--- src/rtl/muldiv_pkg.sv ---
// Shared definitions for the iterative multiply/divide unit: op encodings,
// FSM state type and default operand width.
package muldiv_pkg;

  localparam int unsigned MD_WIDTH = 32;

  typedef enum logic [2:0] {
    MD_MULT  = 3'b000,
    MD_MULTU = 3'b001,
    MD_DIV   = 3'b010,
    MD_DIVU  = 3'b011,
    MD_MTHI  = 3'b100,
    MD_MTLO  = 3'b101
  } md_op_e;

  typedef enum logic [1:0] {
    ST_IDLE = 2'b00,
    ST_RUN  = 2'b01,
    ST_DONE = 2'b10
  } md_state_e;

  // Codes 000..011 are the iterative ops
  function automatic logic md_is_muldiv(logic [2:0] op);
    return (op[2] == 1'b0);
  endfunction

  // Codes 100/101 move SrcA into HI/LO; 110/111 are no-ops
  function automatic logic md_is_mt(logic [2:0] op);
    return (op[2:1] == 2'b10);
  endfunction

endpackage

--- src/rtl/muldiv_if.sv ---
// EX-stage <-> multiply/divide unit signal bundle.
interface muldiv_if #(
  parameter int unsigned WIDTH = muldiv_pkg::MD_WIDTH
);
  logic             MdStart;
  logic [2:0]       MdOp;
  logic [WIDTH-1:0] SrcA;
  logic [WIDTH-1:0] SrcB;
  logic             Flush;
  logic             MdStall;
  logic             MdBusy;
  logic [WIDTH-1:0] HiData;
  logic [WIDTH-1:0] LoData;

  modport master (
    output MdStart, MdOp, SrcA, SrcB, Flush,
    input  MdStall, MdBusy, HiData, LoData
  );

  modport slave (
    input  MdStart, MdOp, SrcA, SrcB, Flush,
    output MdStall, MdBusy, HiData, LoData
  );
endinterface

--- src/rtl/muldiv_iter_dp.sv ---
// Radix-2 shift-add multiply / restoring divide datapath; one step per enable.
// Operands are unsigned magnitudes; sign handling lives in the controller.
module muldiv_iter_dp #(
  parameter int unsigned WIDTH = muldiv_pkg::MD_WIDTH
) (
  input  logic             clk,
  input  logic             rst_n,
  input  logic             load,
  input  logic             step,
  input  logic             is_div,
  input  logic [WIDTH-1:0] op_a,
  input  logic [WIDTH-1:0] op_b,
  output logic [WIDTH-1:0] acc,
  output logic [WIDTH-1:0] quo
);

  logic [WIDTH-1:0] acc_q, quo_q, b_q;
  logic             div_q;
  logic [WIDTH-1:0] acc_n, quo_n;
  logic [WIDTH:0]   sum, sh;
  logic             ge;

  // Multiply: {acc,quo} shifts right, quo starts as multiplier.
  // Divide: {acc,quo} shifts left, quo starts as dividend and collects quotient bits.
  always_comb begin
    sum   = {1'b0, acc_q} + (quo_q[0] ? {1'b0, b_q} : '0);
    sh    = {acc_q, quo_q[WIDTH-1]};
    ge    = (sh >= {1'b0, b_q});
    acc_n = sum[WIDTH:1];
    quo_n = {sum[0], quo_q[WIDTH-1:1]};
    if (div_q) begin
      acc_n = ge ? WIDTH'(sh - {1'b0, b_q}) : WIDTH'(sh);
      quo_n = {quo_q[WIDTH-2:0], ge};
    end
  end

  always_ff @(posedge clk or negedge rst_n) begin
    if (!rst_n) begin
      acc_q <= '0;
      quo_q <= '0;
      b_q   <= '0;
      div_q <= 1'b0;
    end else if (load) begin
      acc_q <= '0;
      div_q <= is_div;
      quo_q <= is_div ? op_a : op_b;
      b_q   <= is_div ? op_b : op_a;
    end else if (step) begin
      acc_q <= acc_n;
      quo_q <= quo_n;
    end
  end

  assign acc = acc_q;
  assign quo = quo_q;

endmodule

--- src/rtl/muldiv_ctrl.sv ---
// Multiply/divide sequencer and HI/LO owner for EX; stalls the pipe while iterating.
// Optional MULDIV_EARLY_TERM_EN: zero-operand mul/div skips the iteration loop.
module muldiv_ctrl
  import muldiv_pkg::*;
#(
  parameter int unsigned WIDTH = MD_WIDTH
) (
  input logic     clk,
  input logic     rstn,
  muldiv_if.slave md
);

  localparam int unsigned CNT_W = (WIDTH > 1) ? $clog2(WIDTH) : 1;
  localparam logic [CNT_W-1:0] CNT_LAST = CNT_W'(WIDTH - 1);

  md_state_e state_q, state_n;

  logic [CNT_W-1:0]   cnt_q;
  logic [WIDTH-1:0]   hi_q, lo_q;
  logic [WIDTH-1:0]   a_raw_q;
  logic               div_q, sa_q, sb_q, zero_q;

  logic               start, op_md, op_mt, op_div, op_signed, early, zero_in;
  logic [WIDTH-1:0]   mag_a, mag_b;
  logic               stall, dp_load, dp_step, hi_we, lo_we, res_we;
  logic [WIDTH-1:0]   dp_acc, dp_quo;
  logic [2*WIDTH-1:0] prod;
  logic [WIDTH-1:0]   res_hi, res_lo;

  // Op decode; Flush masks the start
  assign start     = md.MdStart && !md.Flush;
  assign op_md     = md_is_muldiv(md.MdOp);
  assign op_mt     = md_is_mt(md.MdOp);
  assign op_div    = md.MdOp[1];
  assign op_signed = ~md.MdOp[0];
  assign mag_a     = (op_signed && md.SrcA[WIDTH-1]) ? -md.SrcA : md.SrcA;
  assign mag_b     = (op_signed && md.SrcB[WIDTH-1]) ? -md.SrcB : md.SrcB;
  assign zero_in   = op_div ? (md.SrcB == '0) : ((md.SrcA == '0) || (md.SrcB == '0));

`ifdef MULDIV_EARLY_TERM_EN
  assign early = zero_in;
`else
  assign early = 1'b0;
`endif

  always_ff @(posedge clk or negedge rstn) begin
    if (!rstn) state_q <= ST_IDLE;
    else       state_q <= state_n;
  end

  always_comb begin
    state_n = state_q;
    unique case (state_q)
      ST_IDLE: if (start && op_md) state_n = early ? ST_DONE : ST_RUN;
      ST_RUN: begin
        if (md.Flush)          state_n = ST_IDLE;
        else if (cnt_q == '0)  state_n = ST_DONE;
      end
      ST_DONE: state_n = ST_IDLE;
      default: state_n = ST_IDLE;
    endcase
  end

  always_comb begin
    stall   = 1'b0;
    dp_load = 1'b0;
    dp_step = 1'b0;
    hi_we   = 1'b0;
    lo_we   = 1'b0;
    res_we  = 1'b0;
    unique case (state_q)
      ST_IDLE: begin
        if (start && op_md) begin
          stall   = 1'b1;
          dp_load = 1'b1;
        end
        if (start && op_mt) begin
          hi_we = ~md.MdOp[0];
          lo_we = md.MdOp[0];
        end
      end
      ST_RUN: begin
        stall   = 1'b1;
        dp_step = !md.Flush;
      end
      ST_DONE: res_we = !md.Flush;
      default: ;
    endcase
  end

  // Per-op context captured at start for the final fix-up
  always_ff @(posedge clk or negedge rstn) begin
    if (!rstn) begin
      div_q   <= 1'b0;
      sa_q    <= 1'b0;
      sb_q    <= 1'b0;
      zero_q  <= 1'b0;
      a_raw_q <= '0;
    end else if (dp_load) begin
      div_q   <= op_div;
      sa_q    <= op_signed && md.SrcA[WIDTH-1];
      sb_q    <= op_signed && md.SrcB[WIDTH-1];
      zero_q  <= zero_in;
      a_raw_q <= md.SrcA;
    end
  end

  always_ff @(posedge clk or negedge rstn) begin
    if (!rstn)                          cnt_q <= '0;
    else if (dp_load)                   cnt_q <= CNT_LAST;
    else if (dp_step && cnt_q != '0)    cnt_q <= cnt_q - 1'b1;
  end

  muldiv_iter_dp #(.WIDTH(WIDTH)) u_dp (
    .clk    (clk),
    .rst_n  (rstn),
    .load   (dp_load),
    .step   (dp_step),
    .is_div (op_div),
    .op_a   (mag_a),
    .op_b   (mag_b),
    .acc    (dp_acc),
    .quo    (dp_quo)
  );

  // Sign fix-up and zero-operand overrides (also cover the early-exit path)
  always_comb begin
    prod   = {dp_acc, dp_quo};
    res_hi = dp_acc;
    res_lo = dp_quo;
    if (div_q) begin
      if (zero_q) begin
        res_hi = a_raw_q;
        res_lo = '1;
      end else begin
        res_lo = (sa_q ^ sb_q) ? -dp_quo : dp_quo;
        res_hi = sa_q ? -dp_acc : dp_acc;
      end
    end else if (zero_q) begin
      res_hi = '0;
      res_lo = '0;
    end else if (sa_q ^ sb_q) begin
      {res_hi, res_lo} = -prod;
    end
  end

  always_ff @(posedge clk or negedge rstn) begin
    if (!rstn) begin
      hi_q <= '0;
      lo_q <= '0;
    end else begin
      if (hi_we) hi_q <= md.SrcA;
      if (lo_we) lo_q <= md.SrcA;
      if (res_we) begin
        hi_q <= res_hi;
        lo_q <= res_lo;
      end
    end
  end

  assign md.MdStall = stall;
  assign md.MdBusy  = (state_q != ST_IDLE);
  assign md.HiData  = hi_q;
  assign md.LoData  = lo_q;

endmodule

--- src/flat_wrapper.sv ---
// flat-port wrapper written by rule: the top's interface ports become plain ports
module muldiv_ctrl_flat import muldiv_pkg::*;
#(
  parameter int unsigned WIDTH = MD_WIDTH
)
  (clk, rstn, md_MdStart, md_MdOp, md_SrcA, md_SrcB, md_Flush, md_MdStall, md_MdBusy, md_HiData, md_LoData);
  muldiv_if #(.WIDTH(WIDTH)) md_i ();
  input logic clk;
  input logic rstn;
  input wire logic [$bits(md_i.MdStart)-1:0] md_MdStart;
  input wire logic [$bits(md_i.MdOp)-1:0] md_MdOp;
  input wire logic [$bits(md_i.SrcA)-1:0] md_SrcA;
  input wire logic [$bits(md_i.SrcB)-1:0] md_SrcB;
  input wire logic [$bits(md_i.Flush)-1:0] md_Flush;
  output wire logic [$bits(md_i.MdStall)-1:0] md_MdStall;
  output wire logic [$bits(md_i.MdBusy)-1:0] md_MdBusy;
  output wire logic [$bits(md_i.HiData)-1:0] md_HiData;
  output wire logic [$bits(md_i.LoData)-1:0] md_LoData;
  assign md_i.MdStart = md_MdStart;
  assign md_i.MdOp = md_MdOp;
  assign md_i.SrcA = md_SrcA;
  assign md_i.SrcB = md_SrcB;
  assign md_i.Flush = md_Flush;
  assign md_MdStall = md_i.MdStall;
  assign md_MdBusy = md_i.MdBusy;
  assign md_HiData = md_i.HiData;
  assign md_LoData = md_i.LoData;
  muldiv_ctrl #(.WIDTH(WIDTH)) u_core (.clk(clk), .rstn(rstn), .md(md_i));
endmodule
--- config.mk ---
export PLATFORM = sky130hd
export DESIGN_NAME = muldiv_ctrl_flat
export DESIGN_NICKNAME = d
export VERILOG_FILES = /design/src/rtl/muldiv_pkg.sv /design/src/rtl/muldiv_if.sv /design/src/rtl/muldiv_iter_dp.sv /design/src/rtl/muldiv_ctrl.sv /design/src/flat_wrapper.sv
export SDC_FILE = /design/constraint.sdc
export NUM_CORES = 1
export LEC_CHECK = 0
export ABC_AREA = 1
export BUFFER_PORTS_ARGS = -buffer_cell sky130_fd_sc_hd__buf_2
export CAP_MARGIN = 30
export CELL_PAD_IN_SITES_DETAIL_PLACEMENT = 1
export CELL_PAD_IN_SITES_GLOBAL_PLACEMENT = 1
export CORE_UTILIZATION = 31
export CTS_CLUSTER_SIZE = 14
export DETAILED_ROUTE_END_ITERATION = 8
export PLACE_DENSITY_LB_ADDON = 0.05
export SYNTH_ARGS = -nofsm -noshare
export SYNTH_HDL_FRONTEND = slang
export SYNTH_SLANG_ARGS = --single-unit
--- constraint.sdc ---
create_clock -name clk -period 3.8 [get_ports clk]
set_input_delay 0.19 -clock clk [delete_from_list [all_inputs] [get_ports clk]]
set_output_delay 0.19 -clock clk [all_outputs]
set_load 0.05 [all_outputs]
Word-level counts from Yosys, hierarchy flattened

Cells that the tools add are included.

$add $sub $neg: 8
$lt $le $gt $ge: 1
Equal/unequal tests: 5
Mux-type cells: 42
Bitwise operators: 3
Reductions and logical operators: 19

Operators with widths:

| cell                                                                  | count |
|---|---|
| 32-bit 2-to-1 mux                                                     | 26 |
| 32-bit negator                                                        | 4 |
| 32-bit logical NOT                                                    | 2 |
| 64-bit negator                                                        | 1 |
| 32-bit by 32-bit adder with 33-bit output                             | 1 |
| 33-bit by 32-bit greater-or-equal comparator with 1-bit output        | 1 |
| 32-bit subtractor                                                     | 1 |
| 5-bit 2-to-1 mux                                                      | 2 |
| 2-bit nonzero test                                                    | 5 |
| 1-bit 2-to-1 mux                                                      | 9 |
| 1-bit logical AND                                                     | 6 |
| 2-bit 2-to-1 mux                                                      | 3 |
| 5-bit logical NOT                                                     | 1 |
| 5-bit nonzero test                                                    | 1 |
| 5-bit by 1-bit subtractor with 5-bit output, second input constant    | 1 |
| 2-bit equality test, second input constant                            | 2 |
| 2-bit case mux with 2 select lines                                    | 1 |
| 3-bit by 2-bit != test with 1-bit output, second input constant       | 1 |
| 2-bit by 1-bit equality test with 1-bit output, second input constant | 1 |
| 2-bit logical NOT                                                     | 1 |
| 2-bit by 1-bit != test with 1-bit output, second input constant       | 1 |
| 1-bit inverter                                                        | 2 |
| 1-bit case mux with 2 select lines                                    | 1 |
| 2-bit AND reduction                                                   | 1 |
| 3 further kinds                                                       | 3 |

Register bits: 203
Input port bits: 71
Output and inout port bits: 66
Logic and storage cells: 90

Longest topological paths before layout

Gate-level depths: netlist of run 1.

Depth after elaboration: 7
Depth in mapped cells: 20
Gate-level depth less buffers: 18

By module

Synthesis of run 1 repeated with hierarchy kept, for this count alone.

Cells, all modules: 3,475
Area, all modules: 20,385.8 sq um

Modules (own cells, without submodules):

| module         | instances | cells an instance | area each (sq um) | seq. area each (sq um) |
|---|---|---|---|---|
| muldiv_iter_dp | 1         | 1,773             | 10,430.0          | 2,427.3 |
| muldiv_ctrl    | 1         | 1,702             | 9,955.8           | 2,677.6 |

Worst setup path before layout of run 1

Ideal clock, no wire load.

Path type: register -> register
Start: register u_core.u_dp.quo_q[0] (netlist: u_core.u_dp.quo[0])
End: register u_core.u_dp.acc_q[15] (netlist: u_core.u_dp.acc[15])
Library setup time: 117 ps
Arrival: 2,298 ps
Data required time: 3,683 ps
Setup slack: 1,386 ps
Cell stages (with the launch flop): 20
Path buffers: 2
Period minus slack after synthesis: 2,414 ps
Path through: dfrtp_1 buf_2 clkbuf_1 nand2_1 inv_1 ha_1 inv_1 fa_1 inv_1 nand2_1 nand3_1 nand2_1 nand2_1 nand2_1 nand3_1 nand2_1 o21ai_0 inv_1 nand2_1 nand2_1

Word-level cells in the longest chain between the ends: 5

RTL lines:

| item                                      | RTL line             | text |
|---|---|---|
| start: declaration                        | muldiv_iter_dp.sv:17 | `logic [WIDTH-1:0] acc_q, quo_q, b_q;` |
| start signal: assignment                  | muldiv_iter_dp.sv:46 | `quo_q <= is_div ? op_a : op_b;` |
| start signal: assignment                  | muldiv_iter_dp.sv:50 | `quo_q <= quo_n;` |
| 32-bit 2-to-1 mux                         | muldiv_iter_dp.sv:26 | `sum = {1'b0, acc_q} + (quo_q[0] ? {1'b0, b_q} : '0);` |
| 32-bit by 32-bit adder with 33-bit output | muldiv_iter_dp.sv:26 |  |
| 32-bit 2-to-1 mux                         | muldiv_iter_dp.sv:31 | `if (div_q) begin` |
| 32-bit 2-to-1 mux                         | muldiv_iter_dp.sv:48 | `end else if (step) begin` |
| 32-bit 2-to-1 mux                         | muldiv_iter_dp.sv:43 | `end else if (load) begin` |
| end signal: assignment                    | muldiv_iter_dp.sv:49 | `acc_q <= acc_n;` |
| end: declaration                          | muldiv_iter_dp.sv:17 |  |

No other way between the ends. The select of a mux whose other input is x is not followed.
A chain may end at the register's enable or synchronous reset.

Worst setup path after layout of run 1

Start: register u_core.u_dp.acc_q[27] (netlist: u_core.u_dp.acc[27])
End: register u_core.u_dp.acc_q[19] (netlist: u_core.u_dp.acc[19])

Word-level cells in the longest chain between the ends: 5

RTL lines:

| item                                                           | RTL line             | text |
|---|---|---|
| 33-bit by 32-bit greater-or-equal comparator with 1-bit output | muldiv_iter_dp.sv:28 | `ge = (sh >= {1'b0, b_q});` |
| 32-bit 2-to-1 mux                                              | muldiv_iter_dp.sv:32 | `acc_n = ge ? WIDTH'(sh - {1'b0, b_q}) : WIDTH'(sh);` |
| 32-bit 2-to-1 mux                                              | muldiv_iter_dp.sv:31 |  |
| 32-bit 2-to-1 mux                                              | muldiv_iter_dp.sv:48 |  |
| 32-bit 2-to-1 mux                                              | muldiv_iter_dp.sv:43 |  |

No other way between the ends. The select of a mux whose other input is x is not followed.

==> impl_summary.log, run 1 <==
INFO  metric status = finished, final reports clean
INFO  metric post_synthesis_net_count = 3534
INFO  metric global_route_overflow = 0
INFO  metric tritoncts = done
INFO  metric number_of_nets_with_antenna_violations_after_routing = 0
INFO  metric yosys_cell_types = 53
INFO  metric die_h = 257 um
INFO  metric post_drt_via_cell_ratio = 5.44
INFO  metric regToRegSetupSlack = 0.45 ns
INFO  metric combPwrFrac = 63.0%
INFO  metric synth_cells = 3391
INFO  metric dieWidth = 257 um
INFO  metric grt_max_degree = 97
INFO  metric setup-tns-final = 0 ns
INFO  metric clkSlewWorstSetupHoldPaths = 0.06 ns
INFO  metric placement.io_buffers = 136
INFO  metric wl = 111 mm
INFO  metric critical_path_arrival = 3.81 ns
INFO  metric rr_endpoint = u_core.u_dp.acc[19]$_DFFE_PN0P_
INFO  metric globalRouteTotalUtil = 33.3%
INFO  metric layout.nets = 3641
INFO  metric portion_of_the_post_synthesis_area_used_by_sequential_elements = 25.2%
INFO  metric placedCellCount = 4307
INFO  metric relSlewSlack = 30.9%
INFO  metric initialDrtViolationCount = 2085
INFO  metric timing.max_cap.violations = 0
INFO  metric post_route_non_filler_standard_cell_count = 4373
INFO  metric ctsLongestPathBuffers = 3
INFO  metric htreeDepth = 1
INFO  metric cts_setup_buffers = 0
INFO  metric final-max-slew-violation-count = 0
INFO  metric grt_setup_unrepaired = false
INFO  metric grt_pass1_vias = 23.8k
INFO  metric hold-path-cell-count = 4
INFO  metric data_required_critical_path = 4.26 ns
INFO  metric place_hpwl = 91.9 mm
INFO  metric worstHoldStart = md_SrcB[12]
INFO  metric timing.reg2reg.worst_path_depth = 11
INFO  metric synth-warning-count = 0
INFO  metric root_buffer = sky130_fd_sc_hd__clkbuf_16
INFO  metric ir_worst_vdd = 0.424 mV
INFO  metric synth_enable_flop_cells = 0
INFO  metric drc = 0
INFO  metric hold_class = in2reg
INFO  metric setup.worst_path.class = reg2reg
INFO  metric synthToLayoutAreaGrowth = 14.0%
INFO  metric cts-buffers-inserted = 28
INFO  metric p_leak = 11.8 nW
INFO  metric timing.hold.worst_endpoint = u_core.u_dp.b_q[12]$_DFFE_PN0P_
INFO  metric critical_path.startpoint = u_core.u_dp.acc[27]$_DFFE_PN0P_
INFO  metric mappedNetlistArea = 0.0202 mm2
INFO  metric detail_route.first_pass.iterations = 5
INFO  metric report.final.setup_viol = 0
INFO  metric seq_cells_post_synth = 203
INFO  metric synth_area_per_cell = 5.94 um2
INFO  metric switching_fraction = 57.4%
INFO  metric timing.clock.skew = 0.0352 ns
INFO  metric fin_crit = 3.35 ns
INFO  metric power.density_cell_area = 804 mW/mm2
INFO  metric fraction_of_registers_with_async_set_reset = 100%
INFO  metric ys_dominant_reg_cell = sky130_fd_sc_hd__dfrtp_1
INFO  metric switchingPower = 0.0106 W
INFO  metric min_period_over_period = 88.1%
INFO  metric internal-power = 0.00787 W
INFO  metric share_seq_of_total_power = 20.7%
INFO  metric path_max_fanout = 45
INFO  metric max_clock_freq = 299 MHz
INFO  metric core.rowCount = 93
INFO  metric die-area = 0.0660 mm2
INFO  metric initial_core_util = 31.3%
INFO  metric grt_antenna_before_repair = 4
INFO  metric first_pass_grt_wire_length = 163 mm
INFO  metric core_region_area = 0.0643 mm2
INFO  metric top_level_ports = 137
INFO  metric slew_at_the_pin_with_the_worst_max_slew_slack = 1.03 ns
INFO  metric end_kind = flip-flop
INFO  metric post_route_cells_drive_above_1_share = 8.47%
INFO  metric num_vias = 23.8k
INFO  metric cts_num_sinks = 203
INFO  metric critical_path_launch_point_type = flip-flop
INFO  metric route.detailed.wl_per_inst = 25.4 um
INFO  metric timing_hold_violations_final = 0
INFO  metric clk_latency = 0.60 ns
INFO  metric place.gp.congestion = 0.963
INFO  metric share_clk_of_total_power = 16.3%
INFO  metric worst_flop_to_flop_path_startpoint = u_core.u_dp.acc[27]$_DFFE_PN0P_
## worst max-delay path, stage by stage (launching register included)
cell and delay, ns:
sky130_fd_sc_hd__dfrtp_1 0.68, sky130_fd_sc_hd__ha_1 0.39, sky130_fd_sc_hd__a21oi_1 0.24, sky130_fd_sc_hd__nand2_1 0.12
sky130_fd_sc_hd__a21oi_1 0.32, sky130_fd_sc_hd__nand2_1 0.12, sky130_fd_sc_hd__nor2_2 0.48, sky130_fd_sc_hd__nand2_8 0.32
sky130_fd_sc_hd__nand3_1 0.32, sky130_fd_sc_hd__nand3_1 0.12, sky130_fd_sc_hd__nand2_1 0.08, sky130_fd_sc_hd__nand2_1 0.04
## layout by cell type, fill, tap and decap left out, types with 6 or more instances in the layout
cell type	Yosys	routed
sky130_fd_sc_hd__a21o_1	9	9
sky130_fd_sc_hd__a21oi_1	118	118
sky130_fd_sc_hd__a221oi_1	23	23
sky130_fd_sc_hd__buf_2	31	135
sky130_fd_sc_hd__buf_4	3	45
sky130_fd_sc_hd__bufinv_16	0	6
sky130_fd_sc_hd__clkbuf_16	0	28
sky130_fd_sc_hd__clkbuf_8	0	6
sky130_fd_sc_hd__dfrtp_1	203	202
sky130_fd_sc_hd__dlygate4sd3_1	0	15
sky130_fd_sc_hd__ha_1	70	70
sky130_fd_sc_hd__inv_1	449	448
sky130_fd_sc_hd__inv_2	13	14
sky130_fd_sc_hd__nand2_1	1149	1148
sky130_fd_sc_hd__nand2_2	7	8
sky130_fd_sc_hd__nand3_1	305	305
sky130_fd_sc_hd__nand3b_1	13	13
sky130_fd_sc_hd__nand4_1	35	35
sky130_fd_sc_hd__nor2_1	331	328
sky130_fd_sc_hd__nor2_2	11	12
sky130_fd_sc_hd__nor3_1	39	39
sky130_fd_sc_hd__o211ai_1	65	65
sky130_fd_sc_hd__o21ai_0	215	215
sky130_fd_sc_hd__o21ai_1	24	24
sky130_fd_sc_hd__o21bai_1	18	18
sky130_fd_sc_hd__o221ai_1	17	17
sky130_fd_sc_hd__o22ai_1	6	6
sky130_fd_sc_hd__o31ai_1	6	6
sky130_fd_sc_hd__or2_2	6	6
sky130_fd_sc_hd__xnor2_1	11	11
sky130_fd_sc_hd__xor2_1	72	72
## sequential cells by signal, indices dropped and copies added, names as in the netlist
signal,flops
u_core.a_raw_q,32
u_core.cnt_q,5
u_core.div_q,1
u_core.md.HiData,32
u_core.md.LoData,32
u_core.sa_q,1
u_core.sb_q,1
u_core.state_q,2
u_core.u_dp.acc,32
u_core.u_dp.b_q,32
u_core.u_dp.quo,32
u_core.zero_q,1
## per-stage QoR
stage / total power (W) / util [%] / hold WS (ns) / cell area [um2] / worst slack [ns]
final: 0.0185 / 35.7 / 0.0341 / 23000 / 0.453
after global routing: 0.0197 / 35.7 / 0.0420 / 23000 / 0.270
after CTS: 0.0184 / 35.7 / 0.00537 / 22900 / 0.496
after detailed placement: 0.0152 / 33.8 / 0.295 / 21800 / 0.510
after global placement: 0.0151 / 33.8 / 0.290 / 21800 / 0.498
after floorplan: 0.0109 / - / -0.106 / 20200 / 1.39
## synthesized netlist by cell type, drive strengths merged (52+ instances only)
master     n  area [um2]
nand2   1160        4410
inv      463        1740
nor2     344        1330
nand3    307        1550
o21ai    244        1240
dfrtp    203        5080
a21oi    119         599
xor2      72         631
clkbuf    71         267
ha        70         876
o211ai    65         488
buf       52         313
## how the worst max path moves through the flow
stage	slack (ns)	endpoint	depth (start not counted)
3_5_place_dp	0.51	u_core.u_dp.acc[19]$_DFFE_PN0P_	11
6_report	0.45	u_core.u_dp.acc[19]$_DFFE_PN0P_	11
4_1_cts	0.50	u_core.u_dp.acc[19]$_DFFE_PN0P_	11
5_1_grt	0.27	u_core.u_dp.acc[19]$_DFFE_PN0P_	11
3_3_place_gp	0.50	u_core.u_dp.acc[19]$_DFFE_PN0P_	11
2_1_floorplan	1.39	u_core.u_dp.acc[15]$_DFFE_PN0P_	19
## power groups by stage
stage | clock (W) | sequential (W) | combinational, W
2_1_floorplan | 0 | 0.00388 | 0.00699
3_3_place_gp | 0 | 0.00380 | 0.0113
3_5_place_dp | 0 | 0.00383 | 0.0114
4_1_cts | 0.00307 | 0.00380 | 0.0115
5_1_grt | 0.00315 | 0.00388 | 0.0127
6_report | 0.00302 | 0.00381 | 0.0116
## timing repair
item,4_1_cts,5_1_grt
endpoints found under the hold margin,107,0
hold buffers,15,0
gates resized for setup,0,0
## routing by layer
layer,vias to the layer above,track usage [%],share of wire (%)
li1,11100,-,-
met1,11800,47.9,48
met2,681,52.1,44
met3,127,4.06,5.2
met4,0,9.26,3.1
met5,-,0,0
## area by class of cell
cell class / instances / area, um2
Tap cell: 855 / 1070
Multi-Input combinational cell: 2602 / 12800
Inverter: 463 / 1740
Sequential cell: 203 / 5080
Clock inverter: 12 / 230
Fill cell: 8599 / 41400
Clock buffer: 37 / 795
Timing Repair Buffer: 200 / 1270
Antenna cell: 1 / 2.50
## logic make-up (layout without fill, tap and decap cells)
logic type / count (synthesis) / count (layout) / share of synthesized area, %
flip-flops: 203 / 203 / 25.2
buffers and inverters: 586 / 712 / 11.5
adder cells (fa/ha/maj): 72 / 72 / 4.55
XOR/XNOR: 84 / 84 / 3.69
AND/OR/NAND/NOR: 1922 / 1922 / 39.5
other: 0 / 1 / 0
AO/OA/AOI/OAI: 524 / 524 / 15.5
No activity file was read; power rests on OpenSTA's default activity.
==> inputs of run 2 (changes only) <==
CAP_MARGIN = 0   (was 30)
CORE_MARGIN = 3   (was not set)
==> impl_summary.log, run 2 (same netlist as run 1, synthesis figures left out) <==
INFO  metric final_cell_mix = sky130_fd_sc_hd__nand2_1, sky130_fd_sc_hd__inv_1, sky130_fd_sc_hd__nor2_1
INFO  metric clk_latency = 0.59 ns
INFO  metric most_common_cell_after_layout_fill_and_taps_aside = sky130_fd_sc_hd__nand2_1
INFO  metric max_clock_freq = 302 MHz
INFO  metric share_seq_of_total_power = 21.3%
INFO  metric clkSlewWorstSetupHoldPaths = 0.06 ns
INFO  metric timing.max_cap.violations = 0
INFO  metric wl = 112 mm
INFO  metric share_clk_of_total_power = 15.0%
INFO  metric synthToLayoutAreaGrowth = 12.7%
INFO  metric tritoncts = done
INFO  metric post_drt_via_cell_ratio = 5.48
INFO  metric antenna-diode-count = 0
INFO  metric ctsLongestPathBuffers = 3
INFO  metric dieWidth = 261 um
INFO  metric grt_setup_unrepaired = false
INFO  metric min_period_over_period = 87.1%
INFO  metric fillers = 8612
INFO  metric root_buffer = sky130_fd_sc_hd__clkbuf_16
INFO  metric slew_at_the_pin_with_the_worst_max_slew_slack = 1.11 ns
INFO  metric final-max-slew-violation-count = 0
INFO  metric grt_antenna_before_repair = 6
INFO  metric die-area = 0.0681 mm2
INFO  metric core.rowCount = 92
INFO  metric hold_class = in2reg
INFO  metric htreeDepth = 1
INFO  metric fin_util = 35.7%
INFO  metric end_kind = flip-flop
INFO  metric die_h = 261 um
INFO  metric global_route_overflow = 0
INFO  metric detail_route.first_pass.iterations = 5
INFO  metric cts.repair.resized = 0
INFO  metric placement.io_buffers = 136
INFO  metric internal-power = 0.00754 W
INFO  metric fin_crit = 3.31 ns
INFO  metric initialDrtViolationCount = 1906
INFO  metric layout.nets = 3631
INFO  metric crit_path_cell_trace = ha_1 -> nand2_1 -> inv_1 -> nand2_1 -> nand2_1 -> nand2_1 -> nand3_2 -> nand2_1 -> nand2_1 -> nand2_2 -> nand2_8 -> nand2_1 -> nand3_1 -> nand3_1 -> o21ai_0
INFO  metric data_required_critical_path = 4.25 ns
INFO  metric core_region_area = 0.0637 mm2
INFO  metric path_max_fanout = 45
INFO  metric place_hpwl = 92.9 mm
INFO  metric switching_fraction = 58.3%
INFO  metric power.density_cell_area = 797 mW/mm2
INFO  metric crit_path_top_delay_cell = sky130_fd_sc_hd__dfrtp_1
INFO  metric timing.clock.skew = 0.0155 ns
INFO  metric number_of_nets_with_antenna_violations_after_routing = 0
INFO  metric place.gp.congestion = 0.960
INFO  metric ir_worst_vdd = 0.343 mV
INFO  metric switchingPower = 0.0106 W
INFO  metric relSlewSlack = 25.3%
INFO  metric num_vias = 23.9k
INFO  metric drc = 0
INFO  metric critical_path_launch_point_type = flip-flop
INFO  metric globalRouteTotalUtil = 32.6%
INFO  metric timing_hold_violations_final = 0
INFO  metric setup.worst_path.class = reg2reg
INFO  metric route.detailed.wl_per_inst = 25.8 um
INFO  metric combPwrFrac = 63.7%
INFO  metric report.final.setup_viol = 0
INFO  metric p_leak = 11.7 nW
INFO  metric grt_max_degree = 83
INFO  metric cts_num_sinks = 203
INFO  metric slowest_delay = 0.71 ns
INFO  metric initial_core_util = 31.7%
INFO  metric post_route_cells_drive_above_1_share = 8.35%
INFO  metric total_power = 0.0181 W
INFO  metric critical_path_arrival = 3.76 ns
INFO  metric cts_setup_buffers = 0
INFO  metric status = finished, final reports clean
INFO  metric top_level_ports = 137
INFO  metric setup-tns-final = 0 ns
INFO  metric cts-buffers-inserted = 28
INFO  metric path_common_cell = sky130_fd_sc_hd__nand2_1
INFO  metric first_pass_grt_wire_length = 163 mm
INFO  metric grt_pass1_vias = 24.1k
run 2: through the flow:
step	cell area [um2]	hold WS (ns)	setup slack (ns)	instances
after detailed placement	21700	0.271	0.508	4295
after global placement	21700	0.241	0.530	4295
after CTS	22700	0.00734	0.521	4354
after global routing	22700	0.0390	0.300	4354
after floorplan	20200	-0.106	1.39	3391
final	22700	0.0389	0.491	4354
run 2: path summary, 6_finish.rpt:
path / startpoint / to / slack, ns / cells past startpoint
max: u_core.u_dp.acc[2]$_DFFE_PN0P_ / u_core.u_dp.acc[4]$_DFFE_PN0P_ / 0.49 / 15
min: md_SrcB[25] / u_core.u_dp.b_q[25]$_DFFE_PN0P_ / 0.04 / 4
max reg2reg: u_core.u_dp.acc[2]$_DFFE_PN0P_ / u_core.u_dp.acc[4]$_DFFE_PN0P_ / 0.49 / 15
min reg2reg: u_core.a_raw_q[27]$_DFFE_PN0P_ / u_core.a_raw_q[27]$_DFFE_PN0P_ / 0.49 / 2
max in group asynchronous: rstn / u_core.u_dp.quo[14]$_DFFE_PN0P_ / 2.51 / 3
min in group asynchronous: rstn / u_core.md.LoData[10]$_DFFE_PN0P_ / 0.20 / 2
run 2: routing by layer:
layer,up-vias,part of all wire [%],GRT usage (%)
li1,11100,-,-
met1,11900,47,46.6
met2,709,44,50.7
met3,141,5.6,3.75
met4,0,4.0,11.2
met5,-,0,0
run 2: worst max-delay path: cells and delay by family (launching register included):
family | cells | cell delay [ns]
simple gates | 12 | 1.87
buf+inv | 1 | 0.07
fa+ha+maj | 1 | 0.41
flops | 1 | 0.71
compound gates | 1 | 0.09
run 2: cell type report:
type                            count  area (um2)  area share (%)
Timing Repair Buffer              190        1140            5.03
Clock inverter                     11        91.3           0.402
Multi-Input combinational cell   2602       12800            56.3
Clock buffer                       39         813            3.58
Inverter                          463        1740            7.66
Tap cell                          846        1060            4.66
Sequential cell                   203        5080            22.4
run 2: timing repair:
item | CTS | global route
endpoints found under the hold margin | 88 | 0
hold buffers | 9 | 0
endpoints found under the setup margin | 0 | 0
run 2: power groups by stage:
| stage | logic (W) | clock network [W] | registers (W) |
|---|---|---|---|
| detailed placement | 0.0114 | 0 | 0.00386 |
| floorplan | 0.00699 | 0 | 0.00388 |
| global route | 0.0126 | 0.00284 | 0.00392 |
| global placement | 0.0113 | 0 | 0.00384 |
| finish | 0.0115 | 0.00271 | 0.00385 |
| CTS | 0.0114 | 0.00276 | 0.00383 |
